File: config.mk
export PLATFORM = sky130hd
export DESIGN_NAME = tx_frame_builder
export DESIGN_NICKNAME = d
export VERILOG_FILES = /design/src/rtl/tx_frame_builder.sv
export SDC_FILE = /design/constraint.sdc
export NUM_CORES = 1
export LEC_CHECK = 0
export ABC_AREA = 1
export ABC_CLOCK_PERIOD_IN_PS = 2700
export CORE_ASPECT_RATIO = 0.6
export CORE_MARGIN = 4
export CORE_UTILIZATION = 40
export DETAILED_ROUTE_END_ITERATION = 16
export GPL_TIMING_DRIVEN = 0
export MAX_ROUTING_LAYER = met4
export PLACE_DENSITY = 0.77
export SLEW_MARGIN = 40
export SYNTH_ARGS = -nofsm -noshare
export SYNTH_HDL_FRONTEND = slang
export SYNTH_SLANG_ARGS = --single-unit
File: constraint.sdc
create_clock -name clk -period 2.7 [get_ports clk]
set_clock_uncertainty 0.15 [all_clocks]
set_input_delay 0.54 -clock clk [delete_from_list [all_inputs] [get_ports clk]]
set_output_delay 0.54 -clock clk [all_outputs]
set_load 0.005 [all_outputs]
File: src/rtl/tx_frame_builder.sv
// TX framer: PN7 BPSK header, BPSK/QPSK mapped payload and zero guard gap,
// presented on a registered valid/ready IQ stream.
module tx_frame_builder #(
    parameter int         IQ_W     = 12,
    parameter int         AMP      = 1024,
    parameter int         HDR_LEN  = 32,
    parameter int         PAY_LEN  = 256,
    parameter int         GAP_LEN  = 8,
    parameter logic [6:0] HDR_SEED = 7'h5B
) (
    input  logic              clk,
    input  logic              rst_n,
    input  logic              mode,
    input  logic              in_valid,
    input  logic [1:0]        in_bits,
    output logic              in_ready,
    output logic              out_valid,
    output logic [2*IQ_W-1:0] out_data,
    input  logic              out_ready,
    output logic              out_last,
    output logic              busy
);
    localparam int MAX_HP  = (HDR_LEN > PAY_LEN) ? HDR_LEN : PAY_LEN;
    localparam int MAX_LEN = (MAX_HP > GAP_LEN) ? MAX_HP : GAP_LEN;
    localparam int CNT_W   = $clog2(MAX_LEN) + 1;

    localparam logic [CNT_W-1:0] HDR_END = CNT_W'(HDR_LEN - 1);
    localparam logic [CNT_W-1:0] PAY_END = CNT_W'(PAY_LEN - 1);
    localparam logic [CNT_W-1:0] GAP_END = CNT_W'(GAP_LEN - 1);
    localparam logic [CNT_W-1:0] CNT_ONE = CNT_W'(1);
    localparam logic [CNT_W-1:0] CNT_ZERO = CNT_W'(0);
    localparam logic [IQ_W-1:0]  POS     = IQ_W'(AMP);
    localparam logic [IQ_W-1:0]  NEG     = IQ_W'(-AMP);
    localparam logic [IQ_W-1:0]  ZERO    = IQ_W'(0);

    typedef enum logic [1:0] {
        IDLE = 2'd0,
        HDR  = 2'd1,
        PAY  = 2'd2,
        GAP  = 2'd3
    } state_t;

    state_t            state_r, state_s;
    logic [CNT_W-1:0]  cnt_r, cnt_s;
    logic [6:0]        lfsr_r, lfsr_s;
    logic              mode_r, mode_s;
    logic              valid_s, last_s;
    logic [2*IQ_W-1:0] data_s;
    logic              ld_s;

    // Bit 0 maps to +AMP, bit 1 to -AMP.
    function automatic logic [IQ_W-1:0] map_bit(input logic b);
        return b ? NEG : POS;
    endfunction

    assign ld_s     = !out_valid || out_ready;
    assign in_ready = (state_r == PAY) && ld_s;
    assign busy     = (state_r != IDLE);

    // Next-state, LFSR, counter and output-register next values
    always_comb begin
        state_s = state_r;
        cnt_s   = cnt_r;
        lfsr_s  = lfsr_r;
        mode_s  = mode_r;
        valid_s = out_valid;
        data_s  = out_data;
        last_s  = out_last;
        case (state_r)
            IDLE: begin
                if (ld_s) begin
                    valid_s = 1'b0;
                    data_s  = {ZERO, ZERO};
                    last_s  = 1'b0;
                end else begin
                    valid_s = out_valid;
                end
                // Start trigger is not consumed; the payload bits come later in PAY.
                if (in_valid) begin
                    mode_s  = mode;
                    lfsr_s  = HDR_SEED;
                    cnt_s   = CNT_ZERO;
                    state_s = HDR;
                end else begin
                    state_s = IDLE;
                end
            end
            HDR: begin
                if (ld_s) begin
                    valid_s = 1'b1;
                    data_s  = {map_bit(lfsr_r[6]), ZERO};
                    last_s  = 1'b0;
                    lfsr_s  = {lfsr_r[5:0], lfsr_r[6] ^ lfsr_r[5]};
                    if (cnt_r == HDR_END) begin
                        cnt_s   = CNT_ZERO;
                        state_s = PAY;
                    end else begin
                        cnt_s = cnt_r + CNT_ONE;
                    end
                end else begin
                    state_s = HDR;
                end
            end
            PAY: begin
                if (ld_s) begin
                    if (in_valid) begin
                        valid_s = 1'b1;
                        data_s  = mode_r ? {map_bit(in_bits[1]), map_bit(in_bits[0])}
                                         : {map_bit(in_bits[0]), ZERO};
                        if (cnt_r == PAY_END) begin
                            last_s  = 1'b1;
                            cnt_s   = CNT_ZERO;
                            state_s = GAP;
                        end else begin
                            last_s = 1'b0;
                            cnt_s  = cnt_r + CNT_ONE;
                        end
                    end else begin
                        // Underflow bubble: drop valid rather than inventing a symbol.
                        valid_s = 1'b0;
                        last_s  = 1'b0;
                    end
                end else begin
                    state_s = PAY;
                end
            end
            GAP: begin
                if (ld_s) begin
                    valid_s = 1'b1;
                    data_s  = {ZERO, ZERO};
                    last_s  = 1'b0;
                    if (cnt_r == GAP_END) begin
                        cnt_s   = CNT_ZERO;
                        state_s = IDLE;
                    end else begin
                        cnt_s = cnt_r + CNT_ONE;
                    end
                end else begin
                    state_s = GAP;
                end
            end
            default: begin
                state_s = IDLE;
                cnt_s   = CNT_ZERO;
                valid_s = 1'b0;
                last_s  = 1'b0;
            end
        endcase
    end

    // State, LFSR, counter and registered output stream
    always_ff @(posedge clk or negedge rst_n) begin
        if (!rst_n) begin
            state_r   <= IDLE;
            cnt_r     <= CNT_ZERO;
            lfsr_r    <= HDR_SEED;
            mode_r    <= 1'b0;
            out_valid <= 1'b0;
            out_data  <= {ZERO, ZERO};
            out_last  <= 1'b0;
        end else begin
            state_r   <= state_s;
            cnt_r     <= cnt_s;
            lfsr_r    <= lfsr_s;
            mode_r    <= mode_s;
            out_valid <= valid_s;
            out_data  <= data_s;
            out_last  <= last_s;
        end
    end
endmodule

# Yosys cells after proc, flatten, opt, wreduce, memory -nomap -nowiden
# Cells that the tools add are included.
# totals
output_inout_bits	28
inputBits	7
mem_bits_rw	0
reg_bits	45
latch_bits	0
mem_bits_ro	0
n_memories	0
word_cells	83
# op_classes
bitwise	1
shifts	0
n_div	0
eq_ne	19
mul	0
order_cmp	0
n_addsub	1
n_reduce_logical	16
muxes	39
# ops
op	n
$mux W24	5
$mux W9	8
$pmux W24 S3	1
$mux W12	3
$pmux W9 S4	1
$mux W2	7
$mux W7	2
$pmux W7 S2	1
$ne A2 B2 Y1 const B	6
$add A9 B1 Y9 const B	1
$eq A9 B3 Y1 const B	1
$eq A9 B5 Y1 const B	1
$eq A9 B8 Y1 const B	1
$ne A3 B3 Y1 const B	3
$mux W1	8
$pmux W2 S4	1
$reduce_and A4 Y1	2
$ne A2 B1 Y1 const B	3
$reduce_and A3 Y1	2
$reduce_and A5 Y1	1
$eq A2 B2 Y1 const B	2
$reduce_and A2 Y1	2
$reduce_bool A2 Y1	2
$reduce_or A2 Y1	2
other kinds (10)	10

# Longest topological paths before layout
# Gate-level depths: netlist (run 1).
# logic_depth
depth_word	5
depth_mapped	15
ltp_nobuf	15

# Least setup slack after synthesis (run 1)
# No wires, ideal clock.
# synth_path
kind	register to register
startpoint	register cnt_r[0]
endpoint	register state_r[1]
n_path_buf	0
setup_time_ns	0.123
stages_incl_launch_ff	14
arrival_time_ns	1.662
path_slack_ns	0.764
path_cell_list	dfrtp_1 ha_1 nand2_1 nor2_2 nand2_1 nor2_1 nand2_1 inv_1 ha_1 inv_1 o211ai_1 nand3_1 nand2_1 o21ai_1
# synth_between
elab_chain_len	3
# synth_lines
item	line	source
from (decl)	44	logic [CNT_W-1:0] cnt_r, cnt_s;
from (signal assigned)	163	cnt_r <= cnt_s;
$eq A9 B3 Y1 (tied with other cells)	132	if (cnt_r == GAP_END) begin
$ne A3 B3 Y1 (no source line) / $ne A3 B2 Y1 (equally long branches)	-	
$reduce_and A4 Y1 (no source line) (*)	-	
to (signal assigned)	162	state_r <= state_s;
to (decl)	43	state_t state_r, state_s;
# Mark *: on every way between the ends. The rest lies on a longest branch, timed or not.
# A chain may end at the register's enable or synchronous reset.

# Worst setup path after layout (run 1)
# layout_path
startpoint	input out_ready
endpoint	output in_ready
# layout_between
elab_chain_len	2
# layout_lines
item	line	source
from (decl)	19	input logic out_ready,
$logic_or A1 B1 Y1	56	assign ld_s = !out_valid || out_ready;
$logic_and A1 B1 Y1	57	assign in_ready = (state_r == PAY) && ld_s;
to (decl)	16	output logic in_ready,
# Every way passes these cells.

==> results.cfg, run 1 <==
[detailed_routing]
wl_met2_um = 1450
top_layer = met4
detail_route.wl_per_cell_um = 11.1
routed_wl_um = 3520
via_per_inst = 4.39
drc = 0
firstDrtPassIters = 4
drt_iter0_drc = 103
ant_nets = 0
wl_met3_um = 208
vias = 1395
wl_met1_um = 1840

[global_route]
overflow = 0
grt_pass1_vias = 1304
grtUsageTotal_pct = 14.5
grt_antenna_before_repair = 0
grt_pass1_wl_um = 6120
grt_start_max_net_pins = 26

[floorplan]
io_pins = 35
start_util_pct = 41.7
floorplan.rows = 18
die_width_um = 92.9
fp.dieArea_um2 = 5470
core_um2 = 4140
fp.dieH_um = 58.9

[placed_design]
portBuffers = 14
dp_cells = 314
place_hpwl_um = 2820
gp_congestion = 0.858
place_area_um2 = 2010

[timing]
worst_pin_slew_ps = 567
fin_tns_setup_ps = 0
max_freq_mhz = 387
fin_crit_sh_pct = 95.6
setup_violations = 0
period_needed_ps = 2580
max-slew-margin-rel_pct = 62.2
hold_violations = 0
slew_viol_final = 0
grt_setup_unrepaired = no

[yosys]
synth_area_um2 = 1730
yosysSeqAreaShare_pct = 36.5
synth-xor-area-share_pct = 0.507
synth_top_cell_by_area = dfrtp_1
synth-simple-area-share_pct = 27.5
synth_top_cell_area_share_pct = 28.9
synth_area_leaders = dfrtp_1 29%, nand2_1 12%, buf_4 8.7%
syn_area_per_cell_um2 = 7.82
syn_inst = 221
synth_compound_area_share_pct = 11.0
ys_ff_latch = 25
synth_top_family_by_area = simple AND/OR/NAND/NOR gates
synth_fa_ha_area_share_pct = 6.51
synth_warnings = 0
synth.area.mux_share_pct = 0
ys_types = 31

[setup_path]
crit_path_cell_trace = clkdlybuf4s50_1, inv_2, nand2_2, nand2_1, inv_1, clkdlybuf4s50_1
rrSetupSlack_ps = 490
crit_type = in -> out
start_kind = primary input
critPathLaunch = out_ready
reg2reg_to = state_r[1]
crit_top_cell = clkdlybuf4s50_1
cp_data_arrival_time_ps = 1890
reg2reg_from = cnt_r[1]
reg2reg_depth = 13
cp-endpoint = in_ready
cpPeakStageDelay_ps = 500
endpoint_kind = primary output
critPathMaxFanout = 7
critPathSlowestCell = clkdlybuf4s50_1
required_ps = 2010

[clocking]
cts_made_buffers = 3
root_buffer = clkbuf_8
cts.repair.resized = 0
clk_path_buf_depth = 2
clock_latency_ps = 280
clkTransAtPathRegs_ps = 90
cts_tree = yes
post_cts_buffers = 0
cts.sinks = 25
cts-hold-fix-buffers = 0
htreeDepth = 1

[pwr]
powerDensity_nw_per_um2 = 815
vdd_drop_max_uv = 489
leakage_nw = 1.13

[outcome]
status = finished, final reports clean

[hold_path]
hold_class = in -> async

[finish]
fill_cells = 409
areaGrowthSynthToFinish_pct = 19.0
antenna_cells = 0
fin_nets = 275
finalInstanceArea_um2 = 2060
drive_above_1_share_pct = 21.3
layout.cells.non_filler = 318

[job]
cap_violations = 0
-- cells in the final DEF, fill, tap and decap left out, drive strengths merged --
| master | synthesis | routed |
|---|---|---|
| nand2 | 59 | 59 |
| inv | 38 | 38 |
| buf | 21 | 22 |
| conb | 1 | 20 |
| dfrtp | 20 | 20 |
| nand3 | 16 | 16 |
| o21ai | 16 | 16 |
| nor2 | 15 | 15 |
| clkdlybuf4s50 | 0 | 13 |
| ha | 9 | 9 |
| a21oi | 7 | 7 |
| dfstp | 5 | 5 |
| a22oi | 4 | 4 |
| nand4 | 3 | 3 |
| clkbuf | 0 | 3 |
| o22ai | 2 | 2 |
| nor3 | 2 | 2 |
| a32o | 1 | 1 |
| o211ai | 1 | 1 |
| xnor2 | 1 | 1 |
| clkinv | 0 | 1 |
-- per-layer routing --
layer,vias up,GRT usage (%)
met5,-,-
met4,0,1.88
met3,2,3.45
met2,27,20.3
met1,635,21.8
li1,731,-
-- cells by family (layout without fill, tap and decap cells) --
group,count (synthesis),count (layout)
fa+ha+maj,9,9
compound gates,31,31
other cells,1,20
simple gates,95,95
flops,25,25
xor+xnor,1,1
buf+inv,59,77
-- power breakdown --
group	switching [mW]	leakage, nW	internal [mW]
clock	0.122	0.0255	0.103
sequential	0.0652	0.319	0.502
combinational	0.543	0.786	0.340
-- cell type report --
type / count / area (um2) / area share (%)
buffer: 21 / 161 / 7.85
tap: 60 / 75.1 / 3.65
timing repair buffer: 14 / 135 / 6.57
multi-input combinational: 156 / 862 / 41.9
inverter: 38 / 145 / 7.06
clock inverter: 1 / 5.00 / 0.243
clock buffer: 3 / 41.3 / 2.01
sequential: 25 / 632 / 30.7
-- how the worst min path moves through the flow --
stage,end,depth (start not counted),from,slack (ps)
6_report,mode_r,1,rst_n,100
2_1_floorplan,cnt_r[0],0,rst_n,90
3_3_place_gp,out_data[22],2,out_data[22],310
3_5_place_dp,out_data[23],2,out_data[23],320
5_1_grt,mode_r,1,rst_n,150
4_1_cts,mode_r,1,rst_n,120
-- critical path: cells and delay by family --
kind / cells / cell delay, ps
buffers and inverters: 4 / 1110
AND/OR/NAND/NOR: 2 / 240
-- cell usage after synthesis --
cell type / instances
nor2_2: 1
o211ai_1: 1
nor3_2: 2
buf_6: 1
nand2_1: 54
nor2_1: 11
nor2_8: 1
inv_1: 32
a21oi_1: 5
buf_4: 20
nand2_4: 2
nor2_4: 2
inv_4: 1
nand3_2: 2
inv_2: 5
xnor2_1: 1
o21ai_2: 2
conb_1: 1
nand3_4: 1
o21ai_1: 7
nand2_2: 3
a22oi_1: 4
dfrtp_1: 20
ha_1: 9
nand4_1: 3
o21ai_0: 7
dfstp_2: 5
o22ai_1: 2
a32o_1: 1
a21oi_2: 2
nand3_1: 13
-- registers in the layout (all words and copies together) (netlist names) --
signal and flops:
lfsr_r 7, out_valid 1, out_data 4, state_r 2, out_last 1, mode_r 1
cnt_r 9
-- per-stage QoR --
step | hold WS (ps) | total power [mW] | worst slack, ps | util, %
CTS | 125 | 1.68 | 117 | 49.6
detailed placement | 323 | 1.45 | 124 | 48.5
global route | 147 | 1.83 | 31.7 | 49.6
global placement | 314 | 1.43 | 139 | 48.6
floorplan | 94.4 | 1.20 | 764 | -
finish | 101 | 1.68 | 119 | 49.6
No activity file was read; power rests on OpenSTA's default activity.
==> inputs of run 2 (changes only) <==
--- a/config.mk
+++ b/config.mk
@@ -5,15 +5,14 @@
 export SDC_FILE = /design/constraint.sdc
 export NUM_CORES = 1
 export LEC_CHECK = 0
-export ABC_AREA = 1
-export ABC_CLOCK_PERIOD_IN_PS = 2700
+export ABC_CLOCK_PERIOD_IN_PS = 2910
 export CORE_ASPECT_RATIO = 0.6
 export CORE_MARGIN = 4
 export CORE_UTILIZATION = 40
 export DETAILED_ROUTE_END_ITERATION = 16
 export GPL_TIMING_DRIVEN = 0
 export MAX_ROUTING_LAYER = met4
-export PLACE_DENSITY = 0.77
+export PLACE_DENSITY = 0.76
 export SLEW_MARGIN = 40
 export SYNTH_ARGS = -nofsm -noshare
 export SYNTH_HDL_FRONTEND = slang
==> constraint.sdc (replaced) <==
create_clock -name clk -period 2.91 [get_ports clk]
set_clock_uncertainty 0.15 [all_clocks]
set_input_delay 0.582 -clock clk [delete_from_list [all_inputs] [get_ports clk]]
set_output_delay 0.582 -clock clk [all_outputs]
set_load 0.005 [all_outputs]
==> run 2 against run 1 <==
  * Design area grew 7.3%
  * Total power decreased by 0.46%
  * Sequential power fell by 2%
  * Largest power group unchanged
  * Non-clock buffer count rose by 8
  * Global-route usage is 1.5 points higher
  * Count of clock-buffer cells in the layout unchanged
  * Cell count decreased by 3.8%
  * Clock power decreased by 4%
  * Critical endpoint unchanged
  * Sequential share of layout area decreased by 2.1 points
  * Die area rose by 7.5%
  * Synthesized area increased by 8.5%
  * Wire length grew 21%
==> results.cfg, run 2 <==
[outcome]
status = finished, final reports clean

[timing]
fin_tns_setup_ps = 0
max-slew-margin-rel_pct = 60.5
worst_pin_slew_ps = 589
setup_violations = 0
slew_viol_final = 0
max_freq_mhz = 355
fin_crit_sh_pct = 96.8
holdWs_ps = 145
hold_violations = 0
period_needed_ps = 2820
grt_setup_unrepaired = no

[yosys]
synth_edf_count = 0
synth_area_um2 = 1880
syn_inst = 209
ys_types = 44
synth_area_leaders = dfrtp_1 27%, buf_4 8.0%, dfstp_2 7.0%
synth_warnings = 0
yosysSeqAreaShare_pct = 33.7
synth.most_common_cell = nor2_1
ys_top_cells_by_count = 21 x nor2_1, 20 x buf_4, 20 x dfrtp_1
synth_top_cell_area_share_pct = 26.7
async_flop_share_pct = 100
ys_ff_latch = 25
ys.flop_type = dfrtp_1
syn_area_per_cell_um2 = 8.97
synth_top_cell_by_area = dfrtp_1

[finish]
areaGrowthSynthToFinish_pct = 17.7
final_common_cell = nor2_1
largest_register_ffs = 9
multi_input_area_um2 = 1050
fin_nets = 263
finalInstanceArea_um2 = 2210
mostFrequentLayoutCells = 21 x nor2_1, 20 x buf_4, 20 x conb_1, 20 x dfrtp_1, 14 x o21ai_0
fill_cells = 396
top_register = cnt_r
drive_above_1_share_pct = 19.5
top_regs = cnt_r x9, lfsr_r x7, out_data x4
layout.cells.non_filler = 306
antenna_cells = 0
seq_area_um2 = 632

[global_route]
grtUsageTotal_pct = 16.0
grt_antenna_before_repair = 0
grt_start_max_net_pins = 26
grt_pass1_wl_um = 7020
grt_pass1_vias = 1372
overflow = 0

[job]
cap_violations = 0

[pwr]
finalPower_mw = 1.67
powerDensity_nw_per_um2 = 756
vdd_drop_max_uv = 436
leakage_nw = 0.988

[clocking]
clkTransAtPathRegs_ps = 100
cts.sinks = 25
clock_latency_ps = 280
clk_path_buf_depth = 2
cts_made_buffers = 3
root_buffer = clkbuf_8
htreeDepth = 1
cts_tree = yes

[placed_design]
gp_congestion = 0.878
portBuffers = 14
place_hpwl_um = 3260
place_area_um2 = 2160
dp_cells = 302

[floorplan]
fp.dieH_um = 61.0
io_pins = 35
start_util_pct = 43.6
die_width_um = 96.4
core_um2 = 4300
floorplan.rows = 18
fp.dieArea_um2 = 5880

[setup_path]
crit_type = in -> out
cp_data_arrival_time_ps = 2090
endpoint_kind = primary output
start_kind = primary input
critPathMaxFanout = 10
required_ps = 2180

[hold_path]
hold_class = in -> async

[detailed_routing]
drt_iter0_drc = 139
via_per_inst = 5.09
vias = 1557
ant_nets = 0
detail_route.wl_per_cell_um = 13.9
firstDrtPassIters = 4
drc = 0
routed_wl_um = 4240
==> run 2: changes by cell type after synthesis, sizes merged, moves of 5 or more <==
cell	delta
nand2	-52
inv	-25
clkbuf	+8
nand3	-8
a31oi	+7
nor2	+6
mux2	+5
o2bb2ai	+5
==> run 2: metrics by stage <==
stage / utilization (%) / worst slack [ps]
global route: 51.3 / 17.0
floorplan: - / 768
finish: 51.3 / 91.7
global placement: 50.3 / -49.0
CTS: 51.3 / 96.3
detailed placement: 50.1 / -35.3
==> run 2: final cells by class <==
| type | instances | share of cell area (%) |
|---|---|---|
| inverters | 13 | 2.21 |
| plain buffers | 29 | 9.75 |
| repair buffers | 14 | 6.12 |
| multi-input cells | 161 | 47.8 |
| flip-flops and latches | 25 | 28.6 |
| clock inverters | 1 | 0.227 |
| clock buffers | 3 | 1.87 |
| well taps | 60 | 3.40 |
==> run 2: logic make-up (layout without fill, tap and decap cells) <==
kind of cell / Yosys count / in the layout / synth area share (%)
and+or+nand+nor: 60 / 60 / 15.9
DFF: 25 / 25 / 33.7
buffers and inverters: 42 / 60 / 13.9
muxes: 9 / 9 / 5.34
other: 1 / 20 / 0.200
xor gates and xnor gates: 1 / 1 / 0.467
AOI/OAI and AO/OA: 62 / 62 / 24.5
adders and majority gates: 9 / 9 / 6.00
==> run 2: worst paths after layout <==
| check | startpoint | slack [ps] | to | depth (start not counted) |
|---|---|---|---|---|
| worst max-delay path | out_ready | 90 | in_ready | 5 |
| worst min-delay path | rst_n | 140 | cnt_r[4] | 1 |
| worst max register to register | state_r[0] | 420 | cnt_r[3] | 8 |
| worst min register to register | out_data[11] | 370 | out_data[11] | 1 |
| max in group asynchronous | rst_n | 2090 | lfsr_r[6] | 1 |
| min in group clk | out_data[11] | 370 | out_data[11] | 1 |
==> run 2: worst max-delay path, stage by stage <==
cell	delay, ps
clkdlybuf4s50_1	410
nor2b_1	280
clkbuf_4	290
nor2_1	60
clkdlybuf4s50_1	450
==> run 2: what timing repair did <==
| item | in CTS | in global routing |
|---|---|---|
| endpoints found under the setup margin | 1 | 1 |
| setup buffers | 0 | 0 |
| resized for setup | 1 | 2 |
| hold buffers | 0 | 0 |
==> run 2: where the power goes <==
| group | leakage [nW] | switching, mW | internal, mW |
|---|---|---|---|
| Combinational | 0.643 | 0.480 | 0.418 |
| Clock | 0.0255 | 0.120 | 0.0961 |
| Sequential | 0.320 | 0.0938 | 0.460 |
| Total | 0.988 | 0.694 | 0.974 |
==> run 2: routing by layer <==
layer  up-vias  global-route usage (%)  part of all wire [%]
li1        791                       -                     -
met1       725                    24.6                    53
met2        37                    21.7                    41
met3         4                    3.79                   5.4
met4         0                    1.80                  0.45
met5         -                       -                     0
